`config.mk`:
```
export PLATFORM = sky130hd
export DESIGN_NAME = max_int16_stream_flat
export DESIGN_NICKNAME = d
export VERILOG_FILES = /design/src/rtl/max_int16_stream_if.sv /design/src/rtl/max_int16_stream.sv /design/src/flat_wrapper.sv
export SDC_FILE = /design/constraint.sdc
export NUM_CORES = 1
export LEC_CHECK = 0
export CAP_MARGIN = 10
export CORE_MARGIN = 2
export CORE_UTILIZATION = 54
export DETAILED_ROUTE_END_ITERATION = 8
export PLACE_DENSITY = 0.87
export SYNTH_ARGS = -nofsm -noshare
export SYNTH_HDL_FRONTEND = slang
export SYNTH_SLANG_ARGS = --single-unit
```
`constraint.sdc`:
```
create_clock -name clk -period 3 [get_ports clk]
set_input_delay 0.3 -clock clk [delete_from_list [all_inputs] [get_ports clk]]
set_output_delay 0.3 -clock clk [all_outputs]
set_load 0.05 [all_outputs]
```
`src/rtl/max_int16_stream_if.sv`:
```
// ---------------------------------------------------------------------------
// max_int16_stream_if
// Element stream in, result stream out, for the signed-max reduction unit.
//
// Signals:
//   in_valid / in_ready   element handshake (transfer when both high)
//   in_data  [WIDTH]      signed operand
//   in_last               final element of the frame
//   out_valid / out_ready result handshake (transfer when both high)
//   out_max  [WIDTH]      signed maximum of the frame
//   out_idx  [CNT_W]      zero-based index of the first occurrence of the max
//   out_count[CNT_W]      element count, saturating
//   out_ovf               frame was longer than 2^CNT_W-1 elements
//
// Modports:
//   master  producer of elements / consumer of results
//   slave   the reduction unit itself
// ---------------------------------------------------------------------------
interface max_int16_stream_if #(
   parameter int WIDTH = 16,
   parameter int CNT_W = 8
) ();

   logic             in_valid;
   logic             in_ready;
   logic [WIDTH-1:0] in_data;
   logic             in_last;
   logic             out_valid;
   logic             out_ready;
   logic [WIDTH-1:0] out_max;
   logic [CNT_W-1:0] out_idx;
   logic [CNT_W-1:0] out_count;
   logic             out_ovf;

   modport master (
      output in_valid, in_data, in_last, out_ready,
      input  in_ready, out_valid, out_max, out_idx, out_count, out_ovf
   );

   modport slave (
      input  in_valid, in_data, in_last, out_ready,
      output in_ready, out_valid, out_max, out_idx, out_count, out_ovf
   );

endinterface

```
`src/rtl/max_int16_stream.sv`:
```
// ---------------------------------------------------------------------------
// max_int16_stream
// Streaming signed-maximum reduction. A frame of signed WIDTH-bit elements
// arrives over a valid/ready stream terminated by in_last; one result per
// frame leaves over a valid/ready stream: maximum, index of its first
// occurrence, element count (saturating) and an overflow flag.
//
// Ports:
//   clk     single clock, rising edge
//   rst_n   asynchronous active-low reset
//   bus     max_int16_stream_if.slave (element and result streams)
//
// Also contains the comparator leaf cells it is built from:
//   subtractor_1bit_cmp  one-bit borrow-ripple subtractor cell
//   gt_int_nbit          signed a > b comparator
// ---------------------------------------------------------------------------

// ---------------------------------------------------------------------------
// subtractor_1bit_cmp: diff = a - b - bin, with borrow out.
// Ports: a, b, bin (inputs), diff, bout (outputs).
// ---------------------------------------------------------------------------
module subtractor_1bit_cmp (
   input  logic a,
   input  logic b,
   input  logic bin,
   output logic diff,
   output logic bout
);

   assign diff = a ^ b ^ bin;
   assign bout = (~a & b) | (~(a ^ b) & bin);

endmodule

// ---------------------------------------------------------------------------
// gt_int_nbit: gt = (a > b), both operands two's complement.
// Ports: a, b [WIDTH] (inputs), gt (output).
// IMPL_TYPE 0 ripples b - a through subtractor_1bit_cmp cells; any other value
// uses a plain signed relational operator.
// ---------------------------------------------------------------------------
module gt_int_nbit #(
   parameter int WIDTH     = 16,
   parameter int IMPL_TYPE = 0
) (
   input  logic [WIDTH-1:0] a,
   input  logic [WIDTH-1:0] b,
   output logic             gt
);

   generate
      if (IMPL_TYPE == 0) begin : g_ripple
         logic [WIDTH:0]   borrow_s;
         logic [WIDTH-2:0] diff_unused_s;
         logic             diff_msb_s;

         assign borrow_s[0] = 1'b0;

         for (genvar i = 0; i < WIDTH; i++) begin : g_bit
            if (i == WIDTH - 1) begin : g_msb
               subtractor_1bit_cmp u_sub (
                  .a    (b[i]),
                  .b    (a[i]),
                  .bin  (borrow_s[i]),
                  .diff (diff_msb_s),
                  .bout (borrow_s[i+1])
               );
            end else begin : g_lo
               subtractor_1bit_cmp u_sub (
                  .a    (b[i]),
                  .b    (a[i]),
                  .bin  (borrow_s[i]),
                  .diff (diff_unused_s[i]),
                  .bout (borrow_s[i+1])
               );
            end
         end

         // b - a is negative exactly when a > b. The sign of the difference
         // is corrected by the signed-overflow term (borrow into the MSB
         // differing from borrow out of it).
         assign gt = diff_msb_s ^ borrow_s[WIDTH-1] ^ borrow_s[WIDTH];
      end else begin : g_behav
         assign gt = ($signed(a) > $signed(b));
      end
   endgenerate

endmodule

// ---------------------------------------------------------------------------
// max_int16_stream: top level of the reduction unit.
// ---------------------------------------------------------------------------
module max_int16_stream #(
   parameter int WIDTH     = 16,
   parameter int IMPL_TYPE = 0,
   parameter int CNT_W     = 8
) (
   input  logic                clk,
   input  logic                rst_n,
   max_int16_stream_if.slave   bus
);

   typedef enum logic [1:0] {
      IDLE  = 2'd0,
      ACCUM = 2'd1,
      HOLD  = 2'd2
   } state_t;

   localparam logic [CNT_W-1:0] CNT_MAX  = {CNT_W{1'b1}};
   localparam logic [CNT_W-1:0] CNT_ONE  = CNT_W'(1);
   localparam logic [CNT_W-1:0] CNT_ZERO = {CNT_W{1'b0}};
   localparam logic [WIDTH-1:0] DATA_ZERO = {WIDTH{1'b0}};

   state_t           state_r;
   state_t           state_nxt_s;

   logic             in_ready_r;
   logic             out_valid_r;

   logic [WIDTH-1:0] acc_max_r;
   logic [WIDTH-1:0] acc_max_nxt_s;
   logic [CNT_W-1:0] acc_idx_r;
   logic [CNT_W-1:0] acc_idx_nxt_s;
   logic [CNT_W-1:0] cnt_r;
   logic [CNT_W-1:0] cnt_nxt_s;
   logic             ovf_r;
   logic             ovf_nxt_s;

   logic [WIDTH-1:0] out_max_r;
   logic [CNT_W-1:0] out_idx_r;
   logic [CNT_W-1:0] out_count_r;
   logic             out_ovf_r;

   logic             in_xfer_s;
   logic             out_xfer_s;
   logic             gt_s;
   logic             cnt_sat_s;
   logic             load_result_s;
   logic             frame_start_s;

   assign in_xfer_s  = bus.in_valid & in_ready_r;
   assign out_xfer_s = out_valid_r & bus.out_ready;
   assign cnt_sat_s  = (cnt_r == CNT_MAX);

   assign bus.in_ready  = in_ready_r;
   assign bus.out_valid = out_valid_r;
   assign bus.out_max   = out_max_r;
   assign bus.out_idx   = out_idx_r;
   assign bus.out_count = out_count_r;
   assign bus.out_ovf   = out_ovf_r;

   // Signed compare of the incoming element against the running maximum.
   gt_int_nbit #(
      .WIDTH     (WIDTH),
      .IMPL_TYPE (IMPL_TYPE)
   ) u_gt (
      .a  (bus.in_data),
      .b  (acc_max_r),
      .gt (gt_s)
   );

   // FSM state register.
   always_ff @(posedge clk or negedge rst_n) begin
      if (!rst_n) begin
         state_r <= IDLE;
      end else begin
         state_r <= state_nxt_s;
      end
   end

   // Next-state and accumulator next values.
   always_comb begin
      state_nxt_s   = state_r;
      acc_max_nxt_s = acc_max_r;
      acc_idx_nxt_s = acc_idx_r;
      cnt_nxt_s     = cnt_r;
      ovf_nxt_s     = ovf_r;
      load_result_s = 1'b0;
      frame_start_s = 1'b0;

      case (state_r)
         IDLE: begin
            if (in_xfer_s) begin
               frame_start_s = 1'b1;
               acc_max_nxt_s = bus.in_data;
               acc_idx_nxt_s = CNT_ZERO;
               cnt_nxt_s     = CNT_ONE;
               ovf_nxt_s     = 1'b0;
               if (bus.in_last) begin
                  load_result_s = 1'b1;
                  state_nxt_s   = HOLD;
               end else begin
                  state_nxt_s   = ACCUM;
               end
            end else begin
               state_nxt_s = IDLE;
            end
         end

         ACCUM: begin
            if (in_xfer_s) begin
               // Strict greater-than: an equal value keeps the earlier index.
               if (gt_s) begin
                  acc_max_nxt_s = bus.in_data;
                  acc_idx_nxt_s = cnt_r;
               end else begin
                  acc_max_nxt_s = acc_max_r;
                  acc_idx_nxt_s = acc_idx_r;
               end
               // Count saturates; an increment attempted at the cap is sticky.
               if (cnt_sat_s) begin
                  cnt_nxt_s = cnt_r;
                  ovf_nxt_s = 1'b1;
               end else begin
                  cnt_nxt_s = cnt_r + CNT_ONE;
                  ovf_nxt_s = ovf_r;
               end
               if (bus.in_last) begin
                  load_result_s = 1'b1;
                  state_nxt_s   = HOLD;
               end else begin
                  state_nxt_s   = ACCUM;
               end
            end else begin
               state_nxt_s = ACCUM;
            end
         end

         HOLD: begin
            if (out_xfer_s) begin
               state_nxt_s = IDLE;
            end else begin
               state_nxt_s = HOLD;
            end
         end

         default: begin
            state_nxt_s = IDLE;
         end
      endcase
   end

   // Handshake flags are decoded from the next state so they are registered
   // and in_ready never depends combinationally on out_ready.
   always_ff @(posedge clk or negedge rst_n) begin
      if (!rst_n) begin
         in_ready_r  <= 1'b0;
         out_valid_r <= 1'b0;
      end else begin
         in_ready_r  <= (state_nxt_s != HOLD);
         out_valid_r <= (state_nxt_s == HOLD);
      end
   end

   // Running accumulator for the frame in progress.
   always_ff @(posedge clk or negedge rst_n) begin
      if (!rst_n) begin
         acc_max_r <= DATA_ZERO;
         acc_idx_r <= CNT_ZERO;
         cnt_r     <= CNT_ZERO;
         ovf_r     <= 1'b0;
      end else begin
         acc_max_r <= acc_max_nxt_s;
         acc_idx_r <= acc_idx_nxt_s;
         cnt_r     <= cnt_nxt_s;
         ovf_r     <= ovf_nxt_s;
      end
   end

   // Result registers load on the edge that accepts the last element, so the
   // result already includes that element's comparison.
   always_ff @(posedge clk or negedge rst_n) begin
      if (!rst_n) begin
         out_max_r   <= DATA_ZERO;
         out_idx_r   <= CNT_ZERO;
         out_count_r <= CNT_ZERO;
         out_ovf_r   <= 1'b0;
      end else if (load_result_s) begin
         out_max_r   <= acc_max_nxt_s;
         out_idx_r   <= acc_idx_nxt_s;
         out_count_r <= cnt_nxt_s;
         out_ovf_r   <= ovf_nxt_s;
      end else if (frame_start_s) begin
         out_ovf_r   <= 1'b0;
      end else begin
         out_max_r   <= out_max_r;
         out_idx_r   <= out_idx_r;
         out_count_r <= out_count_r;
         out_ovf_r   <= out_ovf_r;
      end
   end

endmodule

```
`src/flat_wrapper.sv`:
```
// flat-port wrapper written by rule: the top's interface ports become plain ports
module max_int16_stream_flat 
#(
   parameter int WIDTH     = 16,
   parameter int IMPL_TYPE = 0,
   parameter int CNT_W     = 8
)
  (clk, rst_n, bus_in_valid, bus_in_data, bus_in_last, bus_out_ready, bus_in_ready, bus_out_valid, bus_out_max, bus_out_idx, bus_out_count, bus_out_ovf);
  max_int16_stream_if #(.WIDTH(WIDTH), .CNT_W(CNT_W)) bus_i ();
  input  logic clk;
  input  logic rst_n;
  input wire logic [$bits(bus_i.in_valid)-1:0] bus_in_valid;
  input wire logic [$bits(bus_i.in_data)-1:0] bus_in_data;
  input wire logic [$bits(bus_i.in_last)-1:0] bus_in_last;
  input wire logic [$bits(bus_i.out_ready)-1:0] bus_out_ready;
  output wire logic [$bits(bus_i.in_ready)-1:0] bus_in_ready;
  output wire logic [$bits(bus_i.out_valid)-1:0] bus_out_valid;
  output wire logic [$bits(bus_i.out_max)-1:0] bus_out_max;
  output wire logic [$bits(bus_i.out_idx)-1:0] bus_out_idx;
  output wire logic [$bits(bus_i.out_count)-1:0] bus_out_count;
  output wire logic [$bits(bus_i.out_ovf)-1:0] bus_out_ovf;
  assign bus_i.in_valid = bus_in_valid;
  assign bus_i.in_data = bus_in_data;
  assign bus_i.in_last = bus_in_last;
  assign bus_i.out_ready = bus_out_ready;
  assign bus_in_ready = bus_i.in_ready;
  assign bus_out_valid = bus_i.out_valid;
  assign bus_out_max = bus_i.out_max;
  assign bus_out_idx = bus_i.out_idx;
  assign bus_out_count = bus_i.out_count;
  assign bus_out_ovf = bus_i.out_ovf;
  max_int16_stream #(.WIDTH(WIDTH), .IMPL_TYPE(IMPL_TYPE), .CNT_W(CNT_W)) u_core (.clk(clk), .rst_n(rst_n), .bus(bus_i));
endmodule
```
[Word level (Yosys, flattened, before mapping)]
Index checks and enable logic that the tools add are counted.
Word-level totals
  register bits: 70
  output and inout port bits: 35
Cells by class
  reduce and logical (&&, ||, !) cells: 3
  multiplexer cells: 28
  bitwise logic cells: 97
  $add $sub $neg: 1
  eq/ne operators: 5
Operator list (number)
  two-way mux 16 bit: 3
  two-way mux 8 bit: 6
  bitwise AND 1 bit: 33
  case mux 16 bit (2 select lines): 1
  case mux 8 bit (2 select lines): 2
  inverter 1 bit: 31
  XOR 1 bit: 18
  OR 1 bit: 15
  two-way mux 1 bit: 10
  adder 8 x 1 -> 8 bit, second input constant: 1
  == test 8 bit, second input constant: 1
  two-way mux 2 bit: 4
  case mux 2 bit (3 select lines): 1
  == test 2 bit, second input constant: 2
  == test 2 x 1 -> 1 bit, second input constant: 1
  logical NOT 2 bit: 1
  != test 2 bit, second input constant: 1
  case mux 1 bit (2 select lines): 1
  nonzero test 2 bit: 1
  OR reduction 2 bit: 1

[Depth between registers and ports, before layout]
Gate-level depths: netlist of the first run.
  depth in word-level cells: 36
  depth in mapped cells: 11
  mapped depth without buffers: 8

[Hierarchy]
Synthesis of the first run repeated with hierarchy kept, for this count alone.
Second synthesis, totals
  cells, all modules: 264
  area total of the unflattened synthesis: 3410.8 um2
Modules (own cells, without submodules)
  max_int16_stream: times used 1, area each 2942.8 um2, cells an instance 214, sequential area each 1751.7 um2
  subtractor_1bit_cmp: times used 16, area each 27.5 um2, cells an instance 3, sequential area each 0.0 um2
  gt_int_nbit: times used 1, area each 27.5 um2, cells an instance 2, sequential area each 0.0 um2

[Worst setup path before layout of the first run]
Ideal clock, no wire load.
  path type: flip-flop to flip-flop
  start: register u_core.in_ready_r, in the netlist u_core.bus.in_ready
  end: register u_core.out_max_r[10], in the netlist u_core.bus.out_max[10]
  stages on the path, launching flop included: 10
  data arrival time: 2.161 ns
  library setup time: 0.092 ns
  required time: 2.908 ns
  period minus slack after synthesis: 2.253 ns
  slack: 0.747 ns
  cells stage by stage: dfrtp_1 -> nand2_2 -> nor2_2 -> o2111ai_1 -> or3_1 -> buf_2 -> and2_4 -> buf_6 -> buf_6 -> o31ai_2
Between the ends
  word-level cells in the longest chain between the ends: 3
  elaborated cells on any way between the ends: 6
  those cells by class: mux (5); bitwise (1)
RTL lines
  start, declared: line max_int16_stream.sv:116  | logic in_ready_r;
  start signal, assigned: line max_int16_stream.sv:249  | in_ready_r <= (state_nxt_s != HOLD);
  bitwise AND 1 bit (*): line max_int16_stream.sv:140  | assign in_xfer_s = bus.in_valid & in_ready_r;
  two-way mux 16 bit, or another cell as far along: line max_int16_stream.sv:200  | if (in_xfer_s) begin
  case mux 16 bit (2 select lines) / two-way mux 1 bit (equally long branches)
  end signal, assigned: line max_int16_stream.sv:278  | out_max_r <= acc_max_nxt_s;
  end signal, assigned: line max_int16_stream.sv:285  | out_max_r <= out_max_r;
  end, declared: line max_int16_stream.sv:128  | logic [WIDTH-1:0] out_max_r;
Every way passes the cells marked *; elsewhere a longest branch is shown, timed or not.
A chain may end at the register's enable or synchronous reset.

[Final worst setup path of the first run]
  start: input port bus_in_data[11]
  end: register u_core.out_idx_r[4], in the netlist u_core.bus.out_idx[4]
Between the ends
  word-level cells in the longest chain between the ends: 16
  elaborated cells on any way between the ends: 19
  those cells by class: mux (3); bitwise (16)
RTL lines
  start, declared: line flat_wrapper.sv:13  | input wire logic [$bits(bus_i.in_data)-1:0] bus_in_data;
  XOR 1 bit: line max_int16_stream.sv:31  | assign bout = (~a & b) | (~(a ^ b) & bin);
  inverter 1 bit: line max_int16_stream.sv:31
  bitwise AND 1 bit: line max_int16_stream.sv:31
  OR 1 bit (*): line max_int16_stream.sv:31
  bitwise AND 1 bit (*): line max_int16_stream.sv:31
  OR 1 bit (*): line max_int16_stream.sv:31
  bitwise AND 1 bit (*): line max_int16_stream.sv:31
  OR 1 bit (*): line max_int16_stream.sv:31
  bitwise AND 1 bit (*): line max_int16_stream.sv:31
  OR 1 bit (*): line max_int16_stream.sv:31
  XOR 1 bit / bitwise AND 1 bit (equally long branches): line max_int16_stream.sv:30, max_int16_stream.sv:31
  XOR 1 bit / OR 1 bit (equally long branches): line max_int16_stream.sv:81, max_int16_stream.sv:31
  XOR 1 bit (*): line max_int16_stream.sv:81  | assign gt = diff_msb_s ^ borrow_s[WIDTH-1] ^ borrow_s[WIDTH];
  two-way mux 8 bit (*): line max_int16_stream.sv:202  | if (gt_s) begin
  two-way mux 8 bit (*): line max_int16_stream.sv:200
  case mux 8 bit (2 select lines) (*): line max_int16_stream.sv:180  | case (state_r)
  end signal, assigned: line max_int16_stream.sv:279  | out_idx_r <= acc_idx_nxt_s;
  end signal, assigned: line max_int16_stream.sv:286  | out_idx_r <= out_idx_r;
  end, declared: line max_int16_stream.sv:129  | logic [CNT_W-1:0] out_idx_r;
Marked as above.

==> results of run 1 <==
[flip-flops by register name, summed over array words and instances, names as in the netlist, 2 cells and up]
| name | count |
|---|---|
| u_core.acc_max_r | 16 |
| u_core.bus.out_max | 16 |
| u_core.acc_idx_r | 8 |
| u_core.bus.out_count | 8 |
| u_core.bus.out_idx | 8 |
| u_core.cnt_r | 8 |
| u_core.state_r | 2 |
[routing by layer]
layer	vias up	GRT usage	routed length (um)
met5	-	0	0
met4	0	0.1039	157
met3	20	0.06226	457
met2	87	0.3715	3875
met1	1394	0.3217	3534
li1	1396	-	-
[metrics by stage]
step | setup TNS, ps | total power, mW | cell area [um2]
floorplan | 0 | 2.974 | 3532
global placement | 0 | 3.561 | 4173
detailed placement | -14.81 | 3.633 | 4173
CTS | 0 | 4.486 | 4388
global route | 0 | 4.756 | 4389
finish | 0 | 4.476 | 4389
[cell type report]
type | count | share of cell area
Timing Repair Buffer | 65 | 0.1442
Tap cell | 77 | 0.02195
Sequential cell | 70 | 0.3991
Clock buffer | 12 | 0.03307
Inverter | 43 | 0.03677
Multi-Input combinational cell | 228 | 0.3489
Clock inverter | 4 | 0.01596
[layout by cell type, fill, tap and decap left out, drive strengths merged, types with 17 or more instances in the layout]
cell,instances
dfrtp,70
inv,43
clkdlybuf4s50,54
a21oi,23
and3,19
nand3,17
nor2,20
ha,17
nand2,25
o21ai,25
[power by group]
group	internal (mW)	switching, mW
logic	0.774	1.38
registers	1.26	0.222
clock network	0.489	0.349
total	2.52	1.95
[final timing paths]
kind	start	to	slack (ps)	depth (start not counted)
min in group clk	u_core.bus.out_count[6]	u_core.bus.out_count[6]	500	2
worst max register to register	u_core.acc_max_r[11]	u_core.bus.out_idx[4]	450	8
max in group asynchronous	rst_n	u_core.acc_idx_r[4]	2290	2
worst max-delay path	bus_in_data[11]	u_core.bus.out_idx[4]	440	8
worst min register to register	u_core.bus.out_count[6]	u_core.bus.out_count[6]	500	2
worst min-delay path	rst_n	u_core.acc_max_r[9]	40	1
[critical path, cell delays in order]
cell and delay [ps]:
clkdlybuf4s50_1 450, ha_1 350, o21ai_0 100, a2111oi_1 610, o211ai_1 280, a21oi_2 430, a32oi_1 140, a21oi_1 170
[what timing repair did]
item                       4_1_cts  5_1_grt
resized for setup                0        1
setup endpoints to repair        0        8
hold buffers                     0        0
[kinds of logic (layout without fill, tap and decap cells)]
kind of cell | Yosys count | after routing | synth area share
flops | 70 | 70 | 0.4959
xor+xnor | 1 | 1 | 0.002480
simple gates | 101 | 101 | 0.1467
buf+inv | 62 | 124 | 0.07191
compound gates | 97 | 97 | 0.1863
mux | 12 | 12 | 0.03649
fa+ha+maj | 17 | 17 | 0.06022
==> metrics.yaml, run 1 <==
status:
  status: "complete, no violations"
clock_network:
  cts_buffers: 9
  cts_setup_buffers: 0
  clk_latency_ps: 350
  htree_levels: 3
  clk_pin_slew_worst_paths_ps: 70
  clock_sinks: 70
  root_buffer: "clkbuf_8"
  cts_tree: "done"
  clockBufferDepth: 2
timing:
  layout_min_cycle_time_ps: 2562
  drv_slew: 0
  final_hold_viol_count: 0
  setup_viol: 0
  clock-skew-final_ps: 7.784
  worst_pin_slew_ps: 807.2
  finalWorstSetupSlack_ps: 438.1
  max_freq_mhz: 390.3
  whs_ps: 41.92
  rsz0062_at_grt: "no"
  slew_headroom: 0.4619
  fin_crit_sh: 0.8540
worst_setup_path:
  crit_arrival_ps: 2830
  worstPathMaxFanout: 8
  startpoint_type: "primary input"
  cp-end-kind: "flip-flop"
  worstSetupPathType: "in -> reg"
  critPathRequiredTime_ps: 3270
route:
  postRouteAntennaNets: 0
  post-route-drc-count: 0
  vias_per_cell: 5.806
  drtIter0Drc: 189
  num_vias: 2897
  post_drt_wl_per_cell_um: 16.08
  drtPass1Iterations: 4
  drt-total-wl_um: 8023
logic_synthesis:
  synthArstFlopShare: 1.000
  synth_cell_type_count: 42
  ys.flop_type: "dfrtp_1"
  synth.area.top_cells: "dfrtp_1 (50%), ha_1 (6.0%), inv_1 (4.6%)"
  netlist_top_cells_count: "dfrtp_1 (70), inv_1 (43), o21ai_0 (25), nand2_1 (24), a21oi_1 (22)"
  yosysMostFrequentCell: "dfrtp_1"
  ys_seq_area_frac: 0.4959
  syn_area_um2: 3532
  synth_top_area_frac: 0.4959
  synth_warnings: 0
  synth_edf_count: 0
  synth_largest_area_cell: "dfrtp_1"
  ys_ff_latch: 70
  synth_nets: 398
  postSynthAreaPerCell_um2: 9.811
  synthCells: 360
global_routing:
  grt_first_pass_wirelength_um: 13850
  grt_use_total: 0.2396
  grt_pass1_vias: 2980
  grt_overflow: 0
  grt_max_degree: 39
  antenna_found_initial: 0
floorplan:
  chipHeight_um: 84.88
  rows: 29
  die_w_um: 84.88
  start_util: 0.5563
  ios: 56
  dieArea_um2: 7204
  core-area_um2: 6350
layout:
  multi_input_area_um2: 1531
  drive_gt1_frac: 0.1137
  final_cells: 499
  regArea_um2: 1752
  final_nets: 455
  fin_util: 0.6912
  area_growth_pct: 24.26
  fill_cells: 456
  antenna_cells: 0
job:
  maxCapViolCount: 0
placement:
  io_buffers: 55
  gp_congestion: 0.8494
  hpwl_um: 5307
  place_inst: 483
  place_ws_ps: -14.81
power:
  ir_drop_uv: 581.8
  leakage_nw: 2.121
  power_density_nw_per_um2: 1020
min_path:
  min_path_type: "in -> async"
Power figures use the tool's default switching activity.
==> run 2: changes to the inputs <==
--- a/config.mk
+++ b/config.mk
@@ -9,7 +9,7 @@
 export CORE_MARGIN = 2
 export CORE_UTILIZATION = 54
 export DETAILED_ROUTE_END_ITERATION = 8
-export PLACE_DENSITY = 0.87
+export PLACE_DENSITY = 0.9
 export SYNTH_ARGS = -nofsm -noshare
 export SYNTH_HDL_FRONTEND = slang
 export SYNTH_SLANG_ARGS = --single-unit
==> run 2 against run 1 <==
  * Global-route usage is 0.79 points lower
  * Setup slack better by 94 ps
  * Flip-flop and latch count stayed put
  * Clock power is 5.0% higher
  * Clock-buffer cell count is 3 lower
  * Die area stayed put
  * Combinational power hardly changed
  * Sequential power hardly changed
  * Utilization is 0.26 points higher
==> metrics.yaml, run 2 (synthesized netlist as in run 1, its figures left out) <==
layout:
  final_nets: 457  # was 455
  final_cell_mix: "dfrtp_1 (70), clkdlybuf4s50_1 (54), inv_1 (43)"  # unchanged
  area_growth_pct: 24.73  # was 24.26%
  layout_commonest_cell: "dfrtp_1"  # unchanged
  final_cells: 501  # was 499
  final_cell_area_um2: 4405  # was 4389 um2
  fill_cells: 463  # was 456
  drive_gt1_frac: 0.1203  # was 0.1137
  antenna_cells: 0  # unchanged
global_routing:
  grt_pass1_vias: 2860  # was 2,980
  grt_max_degree: 40  # was 39
  grt_overflow: 0  # unchanged
  grt_first_pass_wirelength_um: 13370  # was 13,850 um
  grt_use_total: 0.2317  # was 0.2396
  antenna_found_initial: 0  # unchanged
clock_network:
  root_buffer: "clkbuf_8"  # unchanged
  clockBufferDepth: 2  # unchanged
  clock_sinks: 70  # unchanged
  htree_levels: 3  # unchanged
  cts_buffers: 9  # unchanged
  clk_pin_slew_worst_paths_ps: 80  # was 70 ps
  cts_setup_buffers: 0  # unchanged
  cts_tree: "done"  # unchanged
  clk_latency_ps: 360  # was 350 ps
status:
  status: "complete, no violations"  # unchanged
floorplan:
  start_util: 0.5563  # unchanged
  dieArea_um2: 7204  # unchanged
  ios: 56  # unchanged
  die_w_um: 84.88  # unchanged
  rows: 29  # unchanged
  chipHeight_um: 84.88  # unchanged
  core-area_um2: 6350  # unchanged
min_path:
  min_path_type: "in -> async"  # unchanged
route:
  num_vias: 2899  # was 2,897
  vias_per_cell: 5.786  # was 5.806
  postRouteAntennaNets: 0  # unchanged
  drtIter0Drc: 195  # was 189
  post-route-drc-count: 0  # unchanged
  drtPass1Iterations: 5  # was 4
  post_drt_wl_per_cell_um: 15.69  # was 16.08 um
  drt-total-wl_um: 7859  # was 8023 um
timing:
  rsz0062_at_grt: "no"  # unchanged
  slew_headroom: 0.5888  # was 0.4619
  max_freq_mhz: 405.2  # was 390.3 MHz
  worst_pin_slew_ps: 601.2  # was 807.2 ps
  final_hold_viol_count: 0  # unchanged
  clock-skew-final_ps: 7.645  # was 7.784 ps
  whs_ps: 340.8  # was 41.92 ps
  fin_crit_sh: 0.8227  # was 0.8540
  setup_viol: 0  # unchanged
  drv_slew: 0  # unchanged
  layout_min_cycle_time_ps: 2468  # was 2562 ps
  final.setup.tns_ps: 0  # unchanged
power:
  clkPwrFrac: 0.195  # was 0.187
  switching_power_mw: 1.989  # was 1.951 mW
  internal_power_mw: 2.513  # was 2.525 mW
  power.share.combinational: 0.476  # was 0.481
  fin_total_pwr_mw: 4.502  # was 4.476 mW
  power_density_nw_per_um2: 1022  # was 1020 nW/um2
  power_frac_seq: 0.329  # was 0.331
  ir_drop_uv: 569.1  # was 581.8 uV
  p_sw_frac: 0.4417  # was 0.4359
  leakage_nw: 2.130  # was 2.121 nW
worst_setup_path:
  crit_arrival_ps: 2760  # was 2830 ps
  cp-end-kind: "flip-flop"  # unchanged
  worstSetupPathType: "reg -> reg"  # was in -> reg
  critPathRequiredTime_ps: 3290  # was 3270 ps
  worstPathMaxFanout: 8  # unchanged
  worst_path_max_delay_cell: "a2111oi_0"  # was a2111oi_1
  critPathTopFamily: "compound AO/OA/AOI/OAI gates"  # unchanged
  path_cells: "inv_1 > ha_1 > o21ai_0 > a2111oi_0 > o211ai_1 > a21oi_2 > a32oi_1 > a21oi_1"  # was clkdlybuf4s50_1 > ha_1 > o21ai_0 > a2111oi_1 > o211ai_1 > a21oi_2 > a32oi_1 > a21oi_1
  max_stage_delay_ps: 600  # was 610 ps
  crit_buf_inv: 1  # unchanged
  startpoint_type: "flip-flop"  # was primary input
placement:
  gp_congestion: 0.8459  # was 0.8494
  io_buffers: 55  # unchanged
  place_area_um2: 4168  # was 4173 um2
  hpwl_um: 5392  # was 5307 um
  place_inst: 484  # was 483
job:
  maxCapViolCount: 0  # unchanged
[run 2: changes by cell type in the layout (fill, tap and decap cells not counted), moves of 2 or more]
cell      previous run  this run
inv_6                0         3
buf_4                9        11
clkbuf_1             2         0
clkinv_2             2         0
clkinv_4             0         2
[run 2: final timing paths]
| kind | start | end | slack, ps | depth (start not counted) |
|---|---|---|---|---|
| setup / recovery | u_core.acc_max_r[11] | u_core.bus.out_idx[7] | 530 | 8 |
| hold / removal | rst_n | u_core.acc_max_r[8] | 340 | 2 |
| setup reg to reg | u_core.acc_max_r[11] | u_core.bus.out_idx[7] | 530 | 8 |
| hold reg to reg | u_core.bus.out_count[6] | u_core.bus.out_count[6] | 490 | 2 |
| max in group asynchronous | rst_n | u_core.bus.out_count[6] | 1890 | 3 |
| min in group clk | u_core.bus.out_count[6] | u_core.bus.out_count[6] | 490 | 2 |
[run 2: through the flow]
step | setup WS (ps) | util
after CTS | 544.0 | 0.6938
after global placement | 137.2 | 0.6564
final | 531.9 | 0.6938
after floorplan | 746.8 | -
after global routing | 326.7 | 0.6938
after detailed placement | 184.6 | 0.6564
[run 2: worst reg2reg max path: cells and delay by family, from the launching register on]
family                     cells  cell delay, ps
buffers and inverters          1              50
AOI/OAI and AO/OA              6            1680
DFF                            1             380
adders and majority gates      1             300
[run 2: power by group through the flow]
| stage | clock, mW | combinational, mW | sequential (mW) |
|---|---|---|---|
| 2_1_floorplan | 0 | 0.919 | 2.05 |
| 3_3_place_gp | 0 | 2.08 | 1.47 |
| 4_1_cts | 0.885 | 2.15 | 1.48 |
| 6_report | 0.880 | 2.14 | 1.48 |
| 3_5_place_dp | 0 | 2.14 | 1.49 |
| 5_1_grt | 0.931 | 2.32 | 1.52 |
[run 2: timing repair]
item / CTS / global route
resized for setup: 0 / 0
endpoints found under the hold margin: 10 / 0
hold buffers: 1 / 0
setup endpoints to repair: 0 / 0
[run 2: metal layers]
metal / vias up / share of wire / track usage
met5: - / 0 / 0
met4: 0 / 0.014 / 0.08369
met3: 12 / 0.047 / 0.05156
met2: 77 / 0.49 / 0.3801
met1: 1421 / 0.45 / 0.3054
li1: 1389 / - / -
[run 2: area by class of cell]
type	count	area [um2]	share of cell area
Clock buffer	9	123.9	0.02812
Clock inverter	7	103.9	0.02357
Inverter	43	161.4	0.03664
Multi-Input combinational cell	228	1530	0.3473
Sequential cell	70	1752	0.3976
Tap cell	77	96.34	0.02187
Timing Repair Buffer	67	638.1	0.1448
==> run 3: changes to the inputs <==
==> constraint.sdc (replaced) <==
create_clock -name clk -period 2.45 [get_ports clk]
set_input_delay 0.245 -clock clk [delete_from_list [all_inputs] [get_ports clk]]
set_output_delay 0.245 -clock clk [all_outputs]
set_load 0.05 [all_outputs]
==> run 3 against run 2 <==
  * Critical path depth increased by 1
  * Design area rose by 2.5%
  * Flip-flop and latch count is the same
  * Critical path type unchanged
  * Largest power group unchanged
==> metrics.yaml, run 3 (synthesized netlist as in run 1, its figures left out) <==
placement:
  place_ws_ps: -107.3  # was 184.6 ps
  io_buffers: 55  # unchanged
  hpwl_um: 5852  # was 5392 um
  gp_congestion: 0.8707  # was 0.8459
  place_inst: 494  # was 484
global_routing:
  grt_use_total: 0.2468  # was 0.2317
  grt_max_degree: 45  # was 40
  grt_first_pass_wirelength_um: 13990  # was 13,370 um
  antenna_found_initial: 0  # unchanged
  grt_overflow: 0  # unchanged
  grt_pass1_vias: 3063  # was 2,860
min_path:
  min_path_type: "in -> async"  # unchanged
timing:
  drv_slew: 0  # unchanged
  setup_viol: 0  # unchanged
  final_hold_viol_count: 0  # unchanged
  clock-skew-final_ps: 7.773  # was 7.645 ps
  layout_min_cycle_time_ps: 2297  # was 2468 ps
  worst_pin_slew_ps: 648.4  # was 601.2 ps
  finalWorstSetupSlack_ps: 152.5  # was 531.9 ps
  max_freq_mhz: 435.3  # was 405.2 MHz
  final.setup.tns_ps: 0  # unchanged
  fin_crit_sh: 0.9378  # was 0.8227
  slew_headroom: 0.5677  # was 0.5888
route:
  vias_per_cell: 5.883  # was 5.786
  num_vias: 3006  # was 2,899
  drtIter0Drc: 194  # was 195
  post_drt_wl_per_cell_um: 16.51  # was 15.69 um
  postRouteAntennaNets: 0  # unchanged
  post-route-drc-count: 0  # unchanged
  drt-total-wl_um: 8435  # was 7859 um
  drtPass1Iterations: 4  # was 5
worst_setup_path:
  cp-end-kind: "flip-flop"  # unchanged
  critPathRequiredTime_ps: 2680  # was 3290 ps
  path_common_cell: "a21oi_1"
  crit_arrival_ps: 2520  # was 2760 ps
  worst_path_max_delay_cell: "dfrtp_1"  # was a2111oi_0
  max_stage_delay_ps: 370  # was 600 ps
  worstSetupPathType: "reg -> reg"  # unchanged
  path_cells: "inv_1 > ha_1 > nand4b_1 > a21oi_1 > a2111oi_0 > or3_1 > buf_4 > a32oi_1 > a21oi_1"  # was inv_1 > ha_1 > o21ai_0 > a2111oi_0 > o211ai_1 > a21oi_2 > a32oi_1 > a21oi_1
  startpoint_type: "flip-flop"  # unchanged
  worstPathMaxFanout: 14  # was 8
layout:
  final_cell_mix: "dfrtp_1 (70), clkdlybuf4s50_1 (54), inv_1 (43)"  # unchanged
  layout_commonest_cell: "dfrtp_1"  # unchanged
  final_cells: 511  # was 501
  area_growth_pct: 27.88  # was 24.73%
  fin_util: 0.7113  # was 0.6938
  final_nets: 467  # was 457
  antenna_cells: 0  # unchanged
  drive_gt1_frac: 0.1382  # was 0.1203
clock_network:
  clk_latency_ps: 350  # was 360 ps
  cts_tree: "done"  # unchanged
  htree_levels: 3  # unchanged
  root_buffer: "clkbuf_8"  # unchanged
  clk_pin_slew_worst_paths_ps: 70  # was 80 ps
  clock_sinks: 70  # unchanged
  cts_buffers: 9  # unchanged
  clockBufferDepth: 2  # unchanged
  cts_setup_buffers: 0  # unchanged
floorplan:
  die_w_um: 84.88  # unchanged
  start_util: 0.5563  # unchanged
  rows: 29  # unchanged
  chipHeight_um: 84.88  # unchanged
  ios: 56  # unchanged
  core-area_um2: 6350  # unchanged
  dieArea_um2: 7204  # unchanged
power:
  ir_drop_uv: 684.9  # was 569.1 uV
  internal_power_mw: 3.255  # was 2.513 mW
  power.share.combinational: 0.486  # was 0.476
  power_density_nw_per_um2: 1263  # was 1022 nW/um2
  leakage_nw: 2.188  # was 2.130 nW
  clkPwrFrac: 0.196  # was 0.195
  power_frac_seq: 0.318  # was 0.329
  p_sw_frac: 0.4297  # was 0.4417
  fin_total_pwr_mw: 5.707  # was 4.502 mW
  switching_power_mw: 2.452  # was 1.989 mW
status:
  status: "complete, no violations"  # unchanged
job:
  maxCapViolCount: 0  # unchanged
==> run 3: what timing repair did <==
item | 4_1_cts | 5_1_grt
hold buffers | 1 | 0
setup endpoints to repair | 0 | 3
gates resized for setup | 0 | 1
endpoints found under the hold margin | 26 | 0
==> run 3: routing by layer <==
metal | part of all wire | up-vias | GRT usage | routed length, um
met3 | 0.046 | 24 | 0.03113 | 385
met1 | 0.42 | 1469 | 0.3126 | 3581
met2 | 0.50 | 104 | 0.4188 | 4236
met5 | 0 | - | 0 | 0
met4 | 0.027 | 0 | 0.1241 | 231
li1 | - | 1409 | - | -
==> run 3: worst max-delay path: cells and delay by family (launching register included) <==
kind / cells / cell delay, ps
compound gates: 4 / 780
simple gates: 2 / 470
flops: 1 / 370
fa+ha+maj: 1 / 280
buf+inv: 2 / 270
==> run 3: area by class of cell <==
type / count / area [um2]
fillers: 443 / 1833
flip-flops and latches: 70 / 1752
multi-input cells: 228 / 1531
repair buffers: 77 / 738.2
inverters: 43 / 161.4
clock buffers: 10 / 127.6
clock inverters: 6 / 110.1
well taps: 77 / 96.34
==> run 3: worst paths after layout <==
kind	slack, ps	from	endpoint	cells past startpoint
max reg2reg	150	u_core.acc_max_r[2]	u_core.bus.out_idx[2]	9
max in group asynchronous	1320	rst_n	u_core.acc_idx_r[7]	3
max	150	u_core.acc_max_r[2]	u_core.bus.out_idx[2]	9
min in group clk	500	u_core.bus.out_count[6]	u_core.bus.out_count[6]	2
min	460	rst_n	u_core.bus.out_max[9]	2
min reg2reg	500	u_core.bus.out_count[6]	u_core.bus.out_count[6]	2
==> run 3: through the flow <==
stage                     instance area [um2]  hold slack, ps
final                                    4517           461.7
after global routing                     4517           524.1
after CTS                                4516           475.7
after detailed placement                 4268           308.8
after global placement                   4268           294.0
after floorplan                          3532          -50.59
==> run 3: power groups by stage <==
| stage | combinational [mW] | sequential (mW) | clock [mW] |
|---|---|---|---|
| finish | 2.77 | 1.82 | 1.12 |
| global route | 2.99 | 1.86 | 1.19 |
| CTS | 2.77 | 1.81 | 1.13 |
| detailed placement | 2.75 | 1.83 | 0 |
| global placement | 2.66 | 1.80 | 0 |
| floorplan | 1.12 | 2.52 | 0 |
